File: src/rtl/mem_arb_pkg.sv
// Shared types for the unified program/data memory port arbiter.
package mem_arb_pkg;

   typedef enum logic [1:0] {
      IDLE   = 2'd0,
      ISSUE  = 2'd1,
      RETURN = 2'd2
   } state_e;

   localparam logic REQ_I = 1'b0;
   localparam logic REQ_D = 1'b1;

endpackage

File: src/rtl/rr_arbiter2.sv
// Two-way round-robin winner select; purely combinational.
module rr_arbiter2
   import mem_arb_pkg::*;
(
   input  logic [1:0] req,
   input  logic       last_served,
   output logic [1:0] gnt,
   output logic       valid
);

   always_comb begin
      gnt   = 2'b00;
      valid = |req;
      case (req)
         2'b01:   gnt = 2'b01;
         2'b10:   gnt = 2'b10;
         // On a tie the requester not served last wins
         2'b11:   gnt = (last_served == REQ_D) ? 2'b01 : 2'b10;
         default: gnt = 2'b00;
      endcase
   end

endmodule

File: src/rtl/mem_port_arbiter.sv
// Shares one single-port synchronous RAM between the fetch and load/store paths,
// issuing registered RAM commands and routing read data back to the owner.
module mem_port_arbiter
   import mem_arb_pkg::*;
#(
   parameter int DATA_WIDTH = 32,
   parameter int ADDR_WIDTH = 8
) (
   input  logic                  clk,
   input  logic                  reset,
   input  logic                  i_req,
   input  logic [ADDR_WIDTH-1:0] i_addr,
   output logic                  i_gnt,
   output logic                  i_rvalid,
   output logic [DATA_WIDTH-1:0] i_rdata,
   input  logic                  d_req,
   input  logic                  d_we,
   input  logic [ADDR_WIDTH-1:0] d_addr,
   input  logic [DATA_WIDTH-1:0] d_wdata,
   output logic                  d_gnt,
   output logic                  d_rvalid,
   output logic [DATA_WIDTH-1:0] d_rdata,
   output logic                  mem_en,
   output logic                  mem_we,
   output logic [ADDR_WIDTH-1:0] mem_addr,
   output logic [DATA_WIDTH-1:0] mem_wdata,
   input  logic [DATA_WIDTH-1:0] mem_rdata,
   output logic                  busy
);

   state_e                state_q, state_d;
   logic                  last_served_q, last_served_d;
   logic                  owner_q, owner_d;
   logic                  i_gnt_q, i_gnt_d;
   logic                  d_gnt_q, d_gnt_d;
   logic                  mem_en_q, mem_en_d;
   logic                  mem_we_q, mem_we_d;
   logic [ADDR_WIDTH-1:0] mem_addr_q, mem_addr_d;
   logic [DATA_WIDTH-1:0] mem_wdata_q, mem_wdata_d;

   logic [1:0] arb_gnt;
   logic       arb_valid;
   logic       accept;

   rr_arbiter2 u_arb (
      .req         ({d_req, i_req}),
      .last_served (last_served_q),
      .gnt         (arb_gnt),
      .valid       (arb_valid)
   );

   always_comb begin
      state_d       = state_q;
      last_served_d = last_served_q;
      owner_d       = owner_q;
      i_gnt_d       = 1'b0;
      d_gnt_d       = 1'b0;
      mem_en_d      = 1'b0;
      mem_we_d      = 1'b0;
      mem_addr_d    = mem_addr_q;
      mem_wdata_d   = mem_wdata_q;
      accept        = 1'b0;

      case (state_q)
         IDLE, RETURN: begin
            accept  = arb_valid;
            state_d = IDLE;
         end
         // The command is on the RAM this cycle; only reads need a return slot
         ISSUE:   state_d = mem_we_q ? IDLE : RETURN;
         default: state_d = IDLE;
      endcase

      if (accept) begin
         state_d       = ISSUE;
         owner_d       = arb_gnt[1] ? REQ_D : REQ_I;
         last_served_d = arb_gnt[1] ? REQ_D : REQ_I;
         i_gnt_d       = arb_gnt[0];
         d_gnt_d       = arb_gnt[1];
         mem_en_d      = 1'b1;
         if (arb_gnt[1]) begin
            mem_we_d    = d_we;
            mem_addr_d  = d_addr;
            mem_wdata_d = d_wdata;
         end else begin
            mem_addr_d  = i_addr;
            mem_wdata_d = '0;
         end
      end
   end

   always_ff @(posedge clk or negedge reset) begin
      if (!reset) begin
         state_q       <= IDLE;
         last_served_q <= REQ_D;
         owner_q       <= REQ_I;
         i_gnt_q       <= 1'b0;
         d_gnt_q       <= 1'b0;
         mem_en_q      <= 1'b0;
         mem_we_q      <= 1'b0;
         mem_addr_q    <= '0;
         mem_wdata_q   <= '0;
      end else begin
         state_q       <= state_d;
         last_served_q <= last_served_d;
         owner_q       <= owner_d;
         i_gnt_q       <= i_gnt_d;
         d_gnt_q       <= d_gnt_d;
         mem_en_q      <= mem_en_d;
         mem_we_q      <= mem_we_d;
         mem_addr_q    <= mem_addr_d;
         mem_wdata_q   <= mem_wdata_d;
      end
   end

   assign i_gnt     = i_gnt_q;
   assign d_gnt     = d_gnt_q;
   assign mem_en    = mem_en_q;
   assign mem_we    = mem_we_q;
   assign mem_addr  = mem_addr_q;
   assign mem_wdata = mem_wdata_q;
   assign busy      = (state_q != IDLE);

   // RAM read data arrives during RETURN and passes straight to the owner
   assign i_rvalid = (state_q == RETURN) && (owner_q == REQ_I);
   assign d_rvalid = (state_q == RETURN) && (owner_q == REQ_D);
   assign i_rdata  = i_rvalid ? mem_rdata : '0;
   assign d_rdata  = d_rvalid ? mem_rdata : '0;

endmodule

File: config.mk
export PLATFORM = sky130hd
export DESIGN_NAME = mem_port_arbiter
export DESIGN_NICKNAME = d
export VERILOG_FILES = /design/src/rtl/mem_arb_pkg.sv /design/src/rtl/rr_arbiter2.sv /design/src/rtl/mem_port_arbiter.sv
export SDC_FILE = /design/constraint.sdc
export NUM_CORES = 1
export LEC_CHECK = 0
export CORE_MARGIN = 3
export CORE_UTILIZATION = 34
export DETAILED_ROUTE_END_ITERATION = 7
export GPL_ROUTABILITY_DRIVEN = 0
export PLACE_DENSITY = 0.79
export SLEW_MARGIN = 20
export SYNTH_ARGS = -nofsm -noshare
export SYNTH_HDL_FRONTEND = slang
export SYNTH_HIERARCHICAL = 1
export SYNTH_SLANG_ARGS = --single-unit
File: constraint.sdc
create_clock -name clk -period 2.05 [get_ports clk]
set_input_delay 0.3075 -clock clk [delete_from_list [all_inputs] [get_ports clk]]
set_output_delay 0.3075 -clock clk [all_outputs]
set_load 0.02 [all_outputs]
==> impl_metrics.json <==
{
  "synth-simple-area-share_pct": 21.6,
  "critical_path_class": "flop to output pin",
  "fin_total_pwr_w": 0.00313,
  "pwr-share-clk_pct": 16.5,
  "yosysTopAreaCell": "dfrtp_1",
  "fin_area_um2": 4640,
  "clock_path_buffers": 2,
  "diodes": 0,
  "start_util_pct": 36.2,
  "setup_violations": 0,
  "arrival_ns": 1.58,
  "fin_nets": 571,
  "die_y_um": 92.2,
  "fin_crit_ns": 1.89,
  "rows": 30,
  "critPathRequiredTime_ns": 1.74,
  "cts_buffers": 5,
  "reg2reg_from": "last_served_q$_DFFE_PN1P_",
  "yosysMostFrequentCell": "nor2_1",
  "setup.worst_path.start": "owner_q$_DFFE_PN0P_",
  "syn2layout_area_growth_pct": 83.8,
  "fin_cells": 581,
  "timing.final.crit_share_pct": 92.2,
  "synth_area_leaders": "dfrtp_1, mux2i_1, nor2_1",
  "grt_start_max_net_pins": 36,
  "portBuffers": 195,
  "cp-start-kind": "flop",
  "synthXorXnorAreaFrac_pct": 0,
  "fp.dieW_um": 92.2,
  "final_util_pct": 66.5,
  "cellPowerDensity_nw_per_um2": 674,
  "io_pins": 196,
  "wl_um": 8500,
  "cts_htree_levels": 2,
  "drive_gt1_share_pct": 8.45,
  "postSynthAreaPerCell_um2": 8.59,
  "synthArstFlopShare_pct": 100,
  "swShare_pct": 35.4,
  "yosysWarningCount": 6,
  "path_clk_slew_ns": 0.08,
  "synth_top_family_by_area": "simple AND/OR/NAND/NOR gates",
  "cts.sinks": 47,
  "grt_pass1_wl_um": 13300,
  "p_comb_share_pct": 46.0,
  "muxShareOfSynthArea_pct": 21.0,
  "place_inst": 575,
  "hold_class": "primary input to asynchronous set/reset pin",
  "synth_seq_area_share_pct": 46.6,
  "rsz0062_at_grt": "no",
  "ir_drop_mv": 0.416,
  "syn_nets": 379,
  "setup_tns_ns": 0,
  "synthDistinctLibCells": 20,
  "cell_internal_pwr_w": 0.00202,
  "track_usage_pct": 19.5,
  "antenna_found_initial": 0,
  "synth_top_cell_area_share_pct": 45.6,
  "drcViolationCount": 0,
  "synthAdderAreaFrac_pct": 0,
  "synth-seq-cells": 47,
  "cts_tree": "built",
  "cap_violations": 0,
  "route.vias.total": 2604,
  "synth_compound_gate_area_share_pct": 0.594,
  "drt-pass1-iter-count": 4,
  "coreArea_um2": 6980,
  "p_leak_nw": 2.32,
  "drtAntennaViolNets": 0,
  "drt_iter0_markers": 59,
  "cts-root-buf": "clkbuf_8",
  "clock_latency_ns": 0.29,
  "die_area_um2": 8500,
  "path_max_fanout": 33,
  "pwr-share-seq_pct": 37.5,
  "relSlewSlack_pct": 58.9,
  "outcome": "finished, final reports clean",
  "grt_pass1_vias": 2567,
  "routedWlPerCell_um": 14.6,
  "synthTopCellsByCount": "nor2_1, nand2_1, dfrtp_1",
  "fin_skew_ns": 0.00357,
  "slew_viol_final": 0,
  "tightest_slew_ns": 0.617,
  "critPathCaptureType": "output pin",
  "switching_power_w": 0.00111,
  "place_hpwl_um": 6900,
  "fmax_mhz": 529,
  "placed_area_um2": 4650,
  "grt-ovfl-total": 0,
  "hold_viol": 0,
  "synth_area_um2": 2530,
  "synth_ff_type": "dfrtp_1",
  "post_cts_buffers": 0,
  "syn_inst": 294,
  "via_per_inst": 4.48,
  "synth_edf_count": 0
}
[power groups by stage]
stage	clock network, W	logic (W)	registers [W]
floorplan	0	0.000562	0.00136
global placement	0	0.00148	0.00118
detailed placement	0	0.00151	0.00119
CTS	0.000535	0.00146	0.00117
global route	0.000580	0.00154	0.00119
finish	0.000515	0.00144	0.00117
[state kept, by name, indices dropped and copies added, names as in the netlist]
register	count
mem_wdata	32
last_served_q	1
state_q	2
owner_q	1
d_gnt	1
i_gnt	1
mem_we	1
mem_addr	8
[worst max-delay path, cell delays in order, from the launching register on]
cell and delay [ns]:
dfrtp_1 0.40, or2_4 0.39, nor2_1 0.15, dlygate4sd2_1 0.35
[cell type report]
cell class	count	area [um2]
multi-input cells	191	1110
well taps	96	120
flip-flops and latches	47	1180
inverters	34	128
fillers	613	2340
clock buffers	6	72.6
repair buffers	207	2030
[per-stage QoR]
stage | hold slack [ns] | setup WS [ns]
global placement | 0.362 | 0.0510
global route | 0.0550 | 0.0831
finish | 0.0209 | 0.159
CTS | 0.0404 | 0.00367
detailed placement | 0.363 | 0.00945
floorplan | 0.0119 | 0.395
[logic make-up after synthesis]
group | after synthesis
AO/OA/AOI/OAI | 2
buffers and inverters | 56
flip-flops | 47
multiplexers | 50
AND/OR/NAND/NOR | 139
[cell usage in the layout (no fill, tap or decap), drive strengths merged]
cell,instances
clkdlybuf4s50,127
nor2,66
dlygate4sd2,66
nand2,64
dfrtp,46
inv,34
mux2i,32
mux2,18
buf,13
clkbuf,6
or2,3
and2,2
a21boi,2
nand2b,1
nor2b,1
and3,1
nor3b,1
dfstp,1
dlymetal6s2s,1
[per-layer routing]
metal / routed length, um / up-vias / GRT usage (%) / part of all wire, %
li1: - / 1277 / - / -
met1: 3200 / 1196 / 22.2 / 38
met2: 4430 / 125 / 35.2 / 52
met3: 795 / 6 / 6.48 / 9.4
met4: 75 / 0 / 4.70 / 0.88
met5: 0 / - / 0 / 0
[worst paths after layout]
path                                             end  slack, ns  depth (start not counted)
setup reg to reg             mem_addr[5]$_DFFE_PN0P_       0.55                          4
max in group asynchronous   mem_wdata[1]$_DFFE_PN0P_       1.44                          2
setup / recovery                          i_rdata[8]       0.16                          3
hold reg to reg                 state_q[1]$_DFF_PN0_       0.46                          1
min in group clk                state_q[1]$_DFF_PN0_       0.46                          1
hold / removal             mem_wdata[23]$_DFFE_PN0P_       0.02                          1
[timing repair]
item	4_1_cts	5_1_grt
gates cloned	0	0
resized for setup	67	1
pin swaps	0	0
hold buffers	0	0
endpoints found under the setup margin	66	1
endpoints found under the hold margin	0	0
Note: power is estimated with default switching activity, not from simulation.
